--- config.mk ---
export PLATFORM = sky130hd
export DESIGN_NAME = linear_array_scan_ctrl
export DESIGN_NICKNAME = d
export VERILOG_FILES = /design/src/rtl/linear_array_scan_ctrl.sv
export SDC_FILE = /design/constraint.sdc
export NUM_CORES = 1
export LEC_CHECK = 0
export ABC_CLOCK_PERIOD_IN_PS = 3600
export CORE_UTILIZATION = 34
export CTS_BUF_LIST = sky130_fd_sc_hd__clkbuf_2
export CTS_CLUSTER_DIAMETER = 200
export DETAILED_ROUTE_END_ITERATION = 10
export HOLD_SLACK_MARGIN = 0.15
export PLACE_DENSITY_LB_ADDON = 0.2
export SLEW_MARGIN = 15
export SYNTH_ARGS = -nofsm -noshare
export SYNTH_HDL_FRONTEND = slang
export SYNTH_SLANG_ARGS = --single-unit
--- constraint.sdc ---
create_clock -name sensor_clk -period 3.6 [get_ports sensor_clk]
set_input_delay 0.72 -clock sensor_clk [delete_from_list [all_inputs] [get_ports sensor_clk]]
set_output_delay 0.72 -clock sensor_clk [all_outputs]
set_load 0.02 [all_outputs]
--- src/rtl/linear_array_scan_ctrl.sv ---
// Linear image-sensor scan controller: SI pulse, N_PIXELS ADC conversions, optional integration wait.
// Define DISCARD_FIRST_FRAME_EN to suppress reporting of the first frame after leaving IDLE.
module linear_array_scan_ctrl #(
  parameter int unsigned N_PIXELS = 128,
  parameter int unsigned INTEG_W  = 16
) (
  input  logic               sensor_clk,
  input  logic               reset_n,
  input  logic               enable,
  input  logic [INTEG_W-1:0] integ_extra,
  output logic               si_out,
  output logic               adc_conv,
  output logic [6:0]         pixel_idx,
  output logic               pixel_valid,
  output logic               frame_done,
  output logic               busy,
  output logic [15:0]        frame_cnt
);

  typedef enum logic [1:0] {IDLE, SI, READ, WAIT} state_t;

  localparam logic [6:0] LAST = 7'(N_PIXELS - 1);

  state_t             state, state_n;
  logic [INTEG_W-1:0] wait_cnt, wait_cnt_n;
  logic [6:0]         idx_n;
  logic               last_pix;
  logic               discard;
  logic               cnt_inc;

  assign last_pix = (state == READ) && (pixel_idx == LAST);

`ifdef DISCARD_FIRST_FRAME_EN
  // Frame started from IDLE has an undefined integration time; flag it until its last pixel.
  always_ff @(negedge sensor_clk or negedge reset_n) begin
    if (!reset_n) begin
      discard <= 1'b0;
    end else if (state == IDLE && enable) begin
      discard <= 1'b1;
    end else if (last_pix) begin
      discard <= 1'b0;
    end
  end
`else
  assign discard = 1'b0;
`endif

  always_comb begin
    state_n    = state;
    wait_cnt_n = wait_cnt;
    idx_n      = pixel_idx;
    case (state)
      IDLE: begin
        idx_n = '0;
        if (enable) state_n = SI;
      end
      SI: begin
        idx_n      = '0;
        wait_cnt_n = integ_extra;
        state_n    = READ;
      end
      READ: begin
        if (pixel_idx == LAST) begin
          if (wait_cnt != '0) begin
            state_n = WAIT;
          end else begin
            state_n = enable ? SI : IDLE;
            idx_n   = '0;
          end
        end else begin
          idx_n = pixel_idx + 7'd1;
        end
      end
      WAIT: begin
        wait_cnt_n = wait_cnt - INTEG_W'(1);
        if (wait_cnt == INTEG_W'(1)) begin
          state_n = enable ? SI : IDLE;
          idx_n   = '0;
        end
      end
      default: state_n = IDLE;
    endcase
    // Counter steps on the edge entering the last pixel so it moves together with frame_done.
    cnt_inc = (state_n == READ) && (idx_n == LAST) && !discard;
  end

  always_ff @(negedge sensor_clk or negedge reset_n) begin
    if (!reset_n) begin
      state     <= IDLE;
      wait_cnt  <= '0;
      pixel_idx <= '0;
      frame_cnt <= '0;
    end else begin
      state     <= state_n;
      wait_cnt  <= wait_cnt_n;
      pixel_idx <= idx_n;
      if (cnt_inc) frame_cnt <= frame_cnt + 16'd1;
    end
  end

  assign si_out      = (state == SI);
  assign adc_conv    = (state == READ);
  assign pixel_valid = adc_conv && !discard;
  assign frame_done  = last_pix && !discard;
  assign busy        = (state != IDLE);

endmodule
==> results of run 1 <==
[through the flow]
stage	hold WS, ns	worst slack (ns)	total power, mW
finish	0.516	-0.360	0.823
global route	0.539	-0.441	0.863
detailed placement	0.438	-0.472	0.550
CTS	0.521	-0.389	0.839
global placement	0.431	-0.449	0.549
floorplan	0.482	-0.277	0.511
[power by group]
group | switching, mW | internal, mW
combinational | 0.0249 | 0.0301
clock | 0.164 | 0.118
sequential | 0.0126 | 0.473
total | 0.201 | 0.622
[per-layer routing]
layer | track usage [%] | routed length, um
met5 | 0 | 0
met1 | 23.6 | 3020
met2 | 29.6 | 3040
met3 | 3.71 | 179
met4 | 4.55 | 64
[flip-flops by register name, summed over array words and instances, names as in the netlist]
| signal | count |
|---|---|
| frame_cnt | 16 |
| wait_cnt | 16 |
| state | 2 |
| pixel_idx | 7 |
[worst min-delay path, stage by stage, from the launching register on]
cell and delay [ns]:
dfrtn_1 0.39, inv_1 0.12, xnor2_1 0.13
[how the worst min path moves through the flow]
stage	slack, ns	to
6_report	0.52	frame_cnt[14]$_DFFE_NN0P_
5_1_grt	0.54	frame_cnt[14]$_DFFE_NN0P_
4_1_cts	0.52	frame_cnt[14]$_DFFE_NN0P_
3_5_place_dp	0.44	frame_cnt[15]$_DFFE_NN0P_
3_3_place_gp	0.43	frame_cnt[15]$_DFFE_NN0P_
2_1_floorplan	0.48	wait_cnt[7]$_DFFE_NN0P_
[cells by family (layout without fill, tap and decap cells)]
| kind of cell | Yosys count | count (layout) |
|---|---|---|
| and+or+nand+nor | 106 | 106 |
| xor gates and xnor gates | 15 | 15 |
| AOI/OAI and AO/OA | 78 | 78 |
| adders and majority gates | 5 | 5 |
| buffers and inverters | 29 | 123 |
| muxes | 2 | 2 |
| DFF | 41 | 41 |
[cell type report]
type | count | area (um2)
multi-input combinational | 206 | 1330
clock inverter | 3 | 46.3
clock buffer | 5 | 25.0
inverter | 15 | 61.3
timing repair buffer | 100 | 837
tap | 96 | 120
sequential | 41 | 1030
fill | 651 | 3420
[cells in the final DEF, fill, tap and decap left out, drive strengths merged, types with 4 or more instances in the layout]
master         netlist  routed
buf                  5      83
dfrtn               41      41
a21oi               33      33
nand2               29      29
clkdlybuf4s50        0      17
nor3                17      17
o21ai               15      15
nand3               14      14
inv                 13      13
nor2                12      12
xor2                11      11
nor4                 9       9
o22ai                7       7
nand2b               6       6
clkbuf               9       5
nand4                5       5
ha                   5       5
xnor2                4       4
[timing repair]
action,in CTS,in global routing
setup buffers,12,12
setup endpoints to repair,28,16
resized for setup,141,13
pin swaps,3,1
[synthesized netlist by cell type, types with 2 or more instances]
| master | number | area, um2 |
|---|---|---|
| dfrtn_1 | 41 | 1030 |
| a21oi_1 | 33 | 165 |
| nand2_1 | 29 | 109 |
| o21ai_0 | 15 | 75.1 |
| nor3_1 | 14 | 70.1 |
| inv_1 | 13 | 48.8 |
| nand3_1 | 13 | 65.1 |
| nor2_1 | 12 | 45.0 |
| xor2_1 | 11 | 96.3 |
| clkbuf_1 | 8 | 30.0 |
| nor4_1 | 7 | 43.8 |
| o22ai_1 | 7 | 43.8 |
| nand2b_1 | 6 | 37.5 |
| ha_1 | 5 | 62.6 |
| nand4_1 | 4 | 25.0 |
| xnor2_1 | 4 | 35.0 |
| and4_1 | 3 | 26.3 |
| buf_4 | 3 | 22.5 |
| nor3_2 | 3 | 30.0 |
| o31ai_1 | 3 | 22.5 |
| a2bb2oi_1 | 2 | 17.5 |
| a31oi_1 | 2 | 12.5 |
| and3_1 | 2 | 12.5 |
| nor4b_1 | 2 | 17.5 |
| o211ai_1 | 2 | 15.0 |
==> metrics.md, run 1 <==
| Metric | Value |
|---|---|
| Outcome | finished, violations left |
| Violated checks | negative setup slack |
| Arr. time, crit path | 3.24 ns |
| Worst setup EP type | output pin |
| Xor/xnor share of the synthesized area | 5.37% |
| Top-level I/O count | 47 |
| # port buffers | 46 |
| Vias | ~2,300 |
| Initial antenna violation count | 0 |
| Placed cells | 437 |
| Setup ws final | -0.360 ns |
| Fraction of registers with async set/reset | 100% |
| Starting Density | 35.6% |
| Slew margin rel. | between 60% and 70% |
| CTS Sinks | 41 |
| Largest net degree at the start of global routing | 42 |
| HP Start | frame_cnt[14]$_DFFE_NN0P_ |
| Synth Area per Inst | 8.87 um2 |
| Worst-path fanout max | 2 |
| DR vias/cell | 4.95 |
| Critical path's largest stage delay | 0.45 ns |
| Clk slew on worst S/H paths | 0.16 ns |
| Final Max Slew Viols | 0 |
| Congestion Overflow GR | 0 |
| Hold buffers post-CTS | 0 |
| Longest Clk Path Bufs | 2 |
| Number of synthesized flops with an enable pin | 0 |
| FF-to-FF End | frame_cnt[1]$_DFFE_NN0P_ |
| Final Wtd Congestion | about 0.87 |
| Ys flop type | dfrtn_1 |
| Post-synthesis compound-gate area fraction | 19.3% |
| Dominant combinational cell family by area after synthesis | simple AND/OR/NAND/NOR gates |
| Register area share after synthesis | around two fifths |
| Final setup viols | 6 |
| CP max stage cell | dfrtn_1 |
| # H-tree levels | 2 |
| Synth warn | 0 |
| Clk_skew | 0.0215 ns |
| First-pass GRT wire length | 10.5 mm |
| Hold path depth | 2 |
| Post-Synth Simple-Gate Area | 24.6% |
| Cell leakage power | approximately 1.7 nW |
| CP endpoint | frame_done |
| Core Region | 6870 um2 |
| Crit start category | register |
| Netlist cell types | 57 |
| Cell Area, Placed | 3230 um2 |
| Initial drt markers | 100 |
| HPWL after DPL | 4.40 mm |
| Worst Setup SP | pixel_idx[1]$_DFF_NN0_ |
| Net Count, Synth | 300 |
| Tot GR Track Use | approximately 18% |
| DRT antenna net count | 0 |
| Share of layout cells above drive strength 1 | 30.3% |
| Die ar. | 7540 um2 |
| Final nets | 393 |
| Top cell family by delay on the critical path | flip-flops |
| CTS tree | built |
| Core Rows | 30 |
| WP buf/inv | 1 |
| RSZ-0062 raised after global routing | yes |
| Fin Setup TNS | -1.19 ns |
| Clk_lat worst skew | 0.36 ns |
| Vias in the first global route | 2,215 |
| 1st-pass router iterations | 5 |
| Worst R2R Start | pixel_idx[0]$_DFF_NN0_ |
| CP Cell Sequence | ha_2 -> and3_4 -> nand2_4 -> nor2_4 -> buf_6 |
| Hold crit path type | reg -> reg |
| Fin area | 3450 um2 |
| Die Y | 86.8 um |
| Crit Path Category | reg -> out |
| Final hold violations | 0 |
| Routed WL | 6.30 mm |
| Required time of the critical path | 2.88 ns |
| Crit path depth | 5 |
| Pwr/cell area | ~240 nW/um2 |
| Max_cap viols | 0 |
| Mux cell area share after synthesis | 0.869% |
| Cell Area, Synth | roughly 2400 um2 |
| VDD IR-drop max | 0.149 mV |
| Post-synthesis adder-cell area fraction | 2.56% |
| Layout Area Growth over Synthesis | 40.8% |
| Synth Instances | 276 |
| DRC viols | 0 |
| Core Util, Final | 50.2% |
| Number of synthesized register bits | 41 |
| Wirelength per Cell | about 14 um |
| ANT cells | 0 |
| Die span in x | 86.8 um |
| Register-to-Register Path Depth | 10 |
| Worst Max-Slew Pin Slew | 0.519 ns |
| R2r setup slk | 0.63 ns |
| Post-route insts no fill | 466 |
| CTS root buf | clkbuf_2 |
| Total CTS buffers | 5 |
Note: power is estimated with default switching activity, not from simulation.
==> inputs of run 2 (changes only) <==
GPL_TIMING_DRIVEN = 1   (was default)
==> results of run 2 <==
Final layout, timing and power as in run 1 (identical DEF).
==> RTL edit 1: new RTL, settings of run 2 <==
Change the parameter `INTEG_W` from 16 to 32.
--- a/src/rtl/linear_array_scan_ctrl.sv
+++ b/src/rtl/linear_array_scan_ctrl.sv
@@ -2,7 +2,7 @@
 // Define DISCARD_FIRST_FRAME_EN to suppress reporting of the first frame after leaving IDLE.
 module linear_array_scan_ctrl #(
   parameter int unsigned N_PIXELS = 128,
-  parameter int unsigned INTEG_W  = 16
+  parameter int unsigned INTEG_W  = 32
 ) (
   input  logic               sensor_clk,
   input  logic               reset_n,
Ports: changed (resized integ_extra); port bits go from 47 to 63. The function was not compared with the original's and may differ.
==> RTL edit 1 against run 2 <==
- the flow still finishes with violations (negative setup slack)
- power grew to 3.7 times the old value
- wire length up 57%
- sequential cell count is 16 higher
- non-clock buffer count rose by 21
- count of clock-buffer cells in the layout up 4
- design area increased by 44%
- utilization shrank 1.6 points
- synthesized area grew 46%
- setup slack got worse by 0.048 ns
- critical endpoint unchanged
- largest cell class unchanged
- largest power group is now combinational logic
==> RTL edit 1: results (changes against run 2) <==
* Status: finished, violations left
* Failing checks: negative setup slack
* Clk_skew at 0.0272 ns (+0.00572 ns)
* IO Port Bufs at 62 (+35%)
* Share of layout cells above drive strength 1 at 0.290 (-0.0131)
* Netlist cell types at 58 (+1.8%)
* Mapped Nets at 434 (+45%)
* Register area at 1430 um^2 (+39%)
* Final worst slack at -0.408 ns (-0.0483 ns)
* GR Util All Layers at 0.191 (+0.0134)
* Hold EP: wait_cnt[30]
* Register area share after synthesis at 0.400 (-0.0196)
* First-pass GRT wire length at 16900 um (+61%)
* Hold Path Depth at 1 (-1)
* Clock latency at the later pin of the worst-skew pair at 0.42 ns (+0.06 ns)
* Top cells by area, synth: dfrtn_1, a21oi_1, nand2_1
* Final nets at 546 (+39%)
* Post CTS Setup Buffer Count at 18 (+6)
* Max-slew headroom at 0.318 (-0.333)
* GPL Wtd Cong at 0.823 (-4.9%)
* Final HPWL DP at 6990 um (+59%)
* Worst setup startpoint: pixel_idx[0]
* Max IR drop VDD at 0.000291 V (+95%)
* Leak pwr at 2.16 nW (+26%)
* Largest net degree at the start of global routing at 41 (-2.4%)
* Final setup viols at 10 (+4)
* CP arrival at 3.29 ns (+0.05 ns)
* H-tree depth at 3 (+1)
* Top cells by count, synth: dfrtn_1, nand2_1, a21oi_1
* Initial DRC count at 133 (+33%)
* DR WL/cell at 15.3 um (+13%)
* Routed via count at 3451 (+49%)
* Setup TNS Final at -1.14 ns (+0.0536 ns)
[RTL edit 1: worst max path at each step]
stage	end	slack, ns	depth (start not counted)
3_5_place_dp	frame_done	-0.48	5
3_3_place_gp	frame_done	-0.46	5
2_1_floorplan	frame_done	-0.18	4
6_report	frame_done	-0.41	5
5_1_grt	frame_done	-0.53	5
4_1_cts	frame_done	-0.45	5
[RTL edit 1: cell families (layout without fill, tap and decap cells)]
group           count (synthesis)  count (layout)  synth area share
simple gates                  161             161             0.271
buf+inv                        33             150            0.0428
flops                          57              57             0.400
mux                            11              11            0.0312
fa+ha+maj                       5               5            0.0175
compound gates                111             111             0.199
xor+xnor                       16              16            0.0393
[RTL edit 1: layout make-up]
type,count,area share
inverter,13,0.0118
multi-input combinational,304,0.410
clock inverter,7,0.0144
timing repair buffer,121,0.233
clock buffer,9,0.00907
sequential,57,0.287
tap,136,0.0343
[RTL edit 1: per-stage QoR]
stage / hold WS [ns] / worst slack [ns] / std cells
global route: 0.530 / -0.531 / 647
global placement: 0.418 / -0.462 / 609
CTS: 0.474 / -0.450 / 640
finish: 0.475 / -0.408 / 647
floorplan: 0.436 / -0.177 / 394
detailed placement: 0.437 / -0.480 / 609
[RTL edit 1: per-layer routing]
| metal | vias up | global-route usage | wire length [um] |
|---|---|---|---|
| li1 | 1688 | - | - |
| met1 | 1668 | 0.253 | 4620 |
| met2 | 87 | 0.316 | 4760 |
| met3 | 8 | 0.0332 | 439 |
| met4 | 0 | 0.0612 | 78 |
| met5 | - | 0 | 0 |
[RTL edit 1: power breakdown]
group	leakage, nW	internal [W]	switching (W)
Combinational	1.37	0.000672	0.000795
Clock	0.0639	0.000158	0.000277
Sequential	0.723	0.000845	0.000276
Total	2.16	0.00168	0.00135
==> RTL edit 2: new RTL, settings of run 2 <==
Made on the original files. The 4 states of `state_t` get a one-hot encoding in 4 bits.
--- a/src/rtl/linear_array_scan_ctrl.sv
+++ b/src/rtl/linear_array_scan_ctrl.sv
@@ -17,7 +17,7 @@
   output logic [15:0]        frame_cnt
 );
 
-  typedef enum logic [1:0] {IDLE, SI, READ, WAIT} state_t;
+  typedef enum logic [3:0] {IDLE = 4'b0001, SI = 4'b0010, READ = 4'b0100, WAIT = 4'b1000} state_t;
 
   localparam logic [6:0] LAST = 7'(N_PIXELS - 1);
 
Behaviour: same outputs for any inputs over 10 cycles, from zero or initial values and one cycle with reset_n low; not proved beyond that.
==> RTL edit 2 against run 2 <==
- the run still ends with negative setup slack left
- setup slack got worse by 0.16 ns
- design area up 2.8%
- synthesized area up 2.2%
- sequential cell count grew 2
- first-iteration DRC count down 3.0%
- wire length is 5.2% higher
Power is not compared: it rests on default switching activity, and its combinational part moved more than twofold at a synthesized area within 25%.
==> RTL edit 2: results (changes against run 2) <==
* Status: finished, violations left
* Failing checks: negative setup slack
* Asr flop ratio synth at 1.00 (unchanged)
* # fillers at 661 (+1.5%)
* 1st-pass router iterations at 6 (+1)
* Clock root buffer: clkbuf_2
* Final HPWL DP at 4660 um (+5.9%)
* R2R cell count at 7 (-3)
* Post-synthesis mux area share at 0.00850 (-0.000187)
* Warnings, synthesis at 0 (unchanged)
* Final nets at 392 (-0.25%)
* Flop2flop setup slack at 0.66 ns (+0.03 ns)
* Reg-to-reg startpoint: state[0]
* Crit path max fanout at 4 (+2)
* Final setup viols at 5 (-1)
* Adder-Cell Fraction of Synth Area at 0.0250 (-0.000550)
* CTS clk-pin slew, worst paths at 0.13 ns (-0.03 ns)
* Hold Path Depth at 2 (unchanged)
* First-pass GRT wire length at 10700 um (+2.6%)
* Routed wire length at 6630 um (+5.2%)
* Clock latency at the later pin of the worst-skew pair at 0.42 ns (+0.06 ns)
* Initial DRC count at 97 (-3.0%)
* Top cells by count, synth: dfrtn_1, nand2_1, nor2_1
* GR Util All Layers at 0.180 (+0.00244)
* Leak pwr at between 1.5 and 2 nW
* Max-slew headroom at 0.526 (-0.125)
* CP arrival at 3.40 ns (+0.16 ns)
* Share of layout cells above drive strength 1 at 0.317 (+0.0144)
* Netlist cell types at 60 (+5.3%)
* EDFF count, synth at 0 (unchanged)
* Routed via count at 2373 (+2.8%)
* Top cells by area, synth: dfrtn_1, xor2_1, nand2_1
* Dpl ws at -0.586 ns (-0.114 ns)
* Mapped Nets at 294 (-2.0%)
* Clk_skew at 0.0850 ns (+0.0635 ns)
* Worst reg2reg endpoint: frame_cnt[1]
* Hold WC Path Type: register to register
* Synth Area in Compound Gates at 0.182 (-0.0117)
* Total Power at ~0.0018 W
* Area growth syn-to-layout at 41.6%
* Cts bufs inserted at 5 (unchanged)
* Post-Synth XOR/XNOR Area at 0.0595 (+0.00585)
* Final worst slack at -0.520 ns (-0.160 ns)
* Register area share after synthesis at 0.431 (+0.0115)
* Largest net degree at the start of global routing at 44 (+4.8%)
* GPL Wtd Cong at 0.815 (-5.9%)
* Vias in the first global route at 2266 (+2.3%)
* CTS Buffer Depth at 2 (unchanged)
* Hold Crit Start: wait_cnt[5]
* Hold EP: wait_cnt[5]
RTL edit 2: changes by cell type in the layout (fill, tap and decap cells not counted), sizes merged, moves of 3 or more:
| cell | before | now |
|---|---|---|
| a21oi | 33 | 19 |
| nor2 | 12 | 24 |
| nor3 | 17 | 9 |
| o22ai | 7 | 1 |
| or4b | 0 | 4 |
| nand2b | 6 | 3 |
| nand3 | 14 | 17 |
| o221a | 0 | 3 |
| or4 | 0 | 3 |
RTL edit 2: critical path, cell delays in order (launching register included):
cell,delay [ns]
dfstp_2,0.55
or4b_4,0.48
buf_6,0.15
RTL edit 2: routing by layer:
layer | vias to the layer above | global-route usage | wire length [um]
met1 | 1128 | 0.246 | 3250
li1 | 1191 | - | -
met3 | 7 | 0.0292 | 215
met4 | 0 | 0.0492 | 76
met5 | - | 0 | 0
met2 | 47 | 0.297 | 3090
RTL edit 2: area by class of cell:
type                    count  area share
flip-flops and latches     43       0.304
clock buffers               6     0.00848
multi-input cells         203       0.384
well taps                  96      0.0339
inverters                  14      0.0170
clock inverters             3      0.0180
repair buffers            100       0.235
RTL edit 2: per-stage QoR:
step	util	TNS [ns]	hold slack (ns)	area [um^2]	std cells
finish	0.510	-2.40	0.525	3540	465
global route	0.510	-2.98	0.560	3540	465
CTS	0.507	-2.63	0.527	3520	460
detailed placement	0.484	-3.43	0.436	3360	440
global placement	0.484	-3.20	0.422	3360	440
floorplan	-	-0.698	0.474	2570	270
RTL edit 2: worst max-delay path by stage:
stage | start | to | slack, ns | cells after the start
after CTS | state[0] | busy | -0.55 | 2
after global placement | state[1] | frame_done | -0.56 | 3
after detailed placement | state[1] | frame_done | -0.59 | 3
after floorplan | pixel_idx[0] | frame_done | -0.35 | 4
final | state[0] | busy | -0.52 | 2
after global routing | state[0] | frame_done | -0.60 | 3
RTL edit 2: logic make-up (layout without fill, tap and decap cells):
kind of cell / Yosys count / after routing
AO/OA/AOI/OAI: 63 / 63
XOR/XNOR: 17 / 17
adder cells (fa/ha/maj): 5 / 5
buffers and inverters: 24 / 123
flip-flops: 43 / 43
multiplexers: 2 / 2
AND/OR/NAND/NOR: 116 / 116
RTL edit 2: where the power goes:
group          total (W)  internal (W)  switching (W)
sequential      0.000742      0.000606       0.000136
combinational   0.000721      0.000340       0.000381
clock           0.000353      0.000192       0.000162
total            0.00182       0.00114       0.000678
RTL edit 2: repair_timing:
action / 4_1_cts / 5_1_grt
gates resized for setup: 139 / 7
pin swaps: 1 / 0
setup endpoints to repair: 28 / 16
setup buffers: 13 / 8
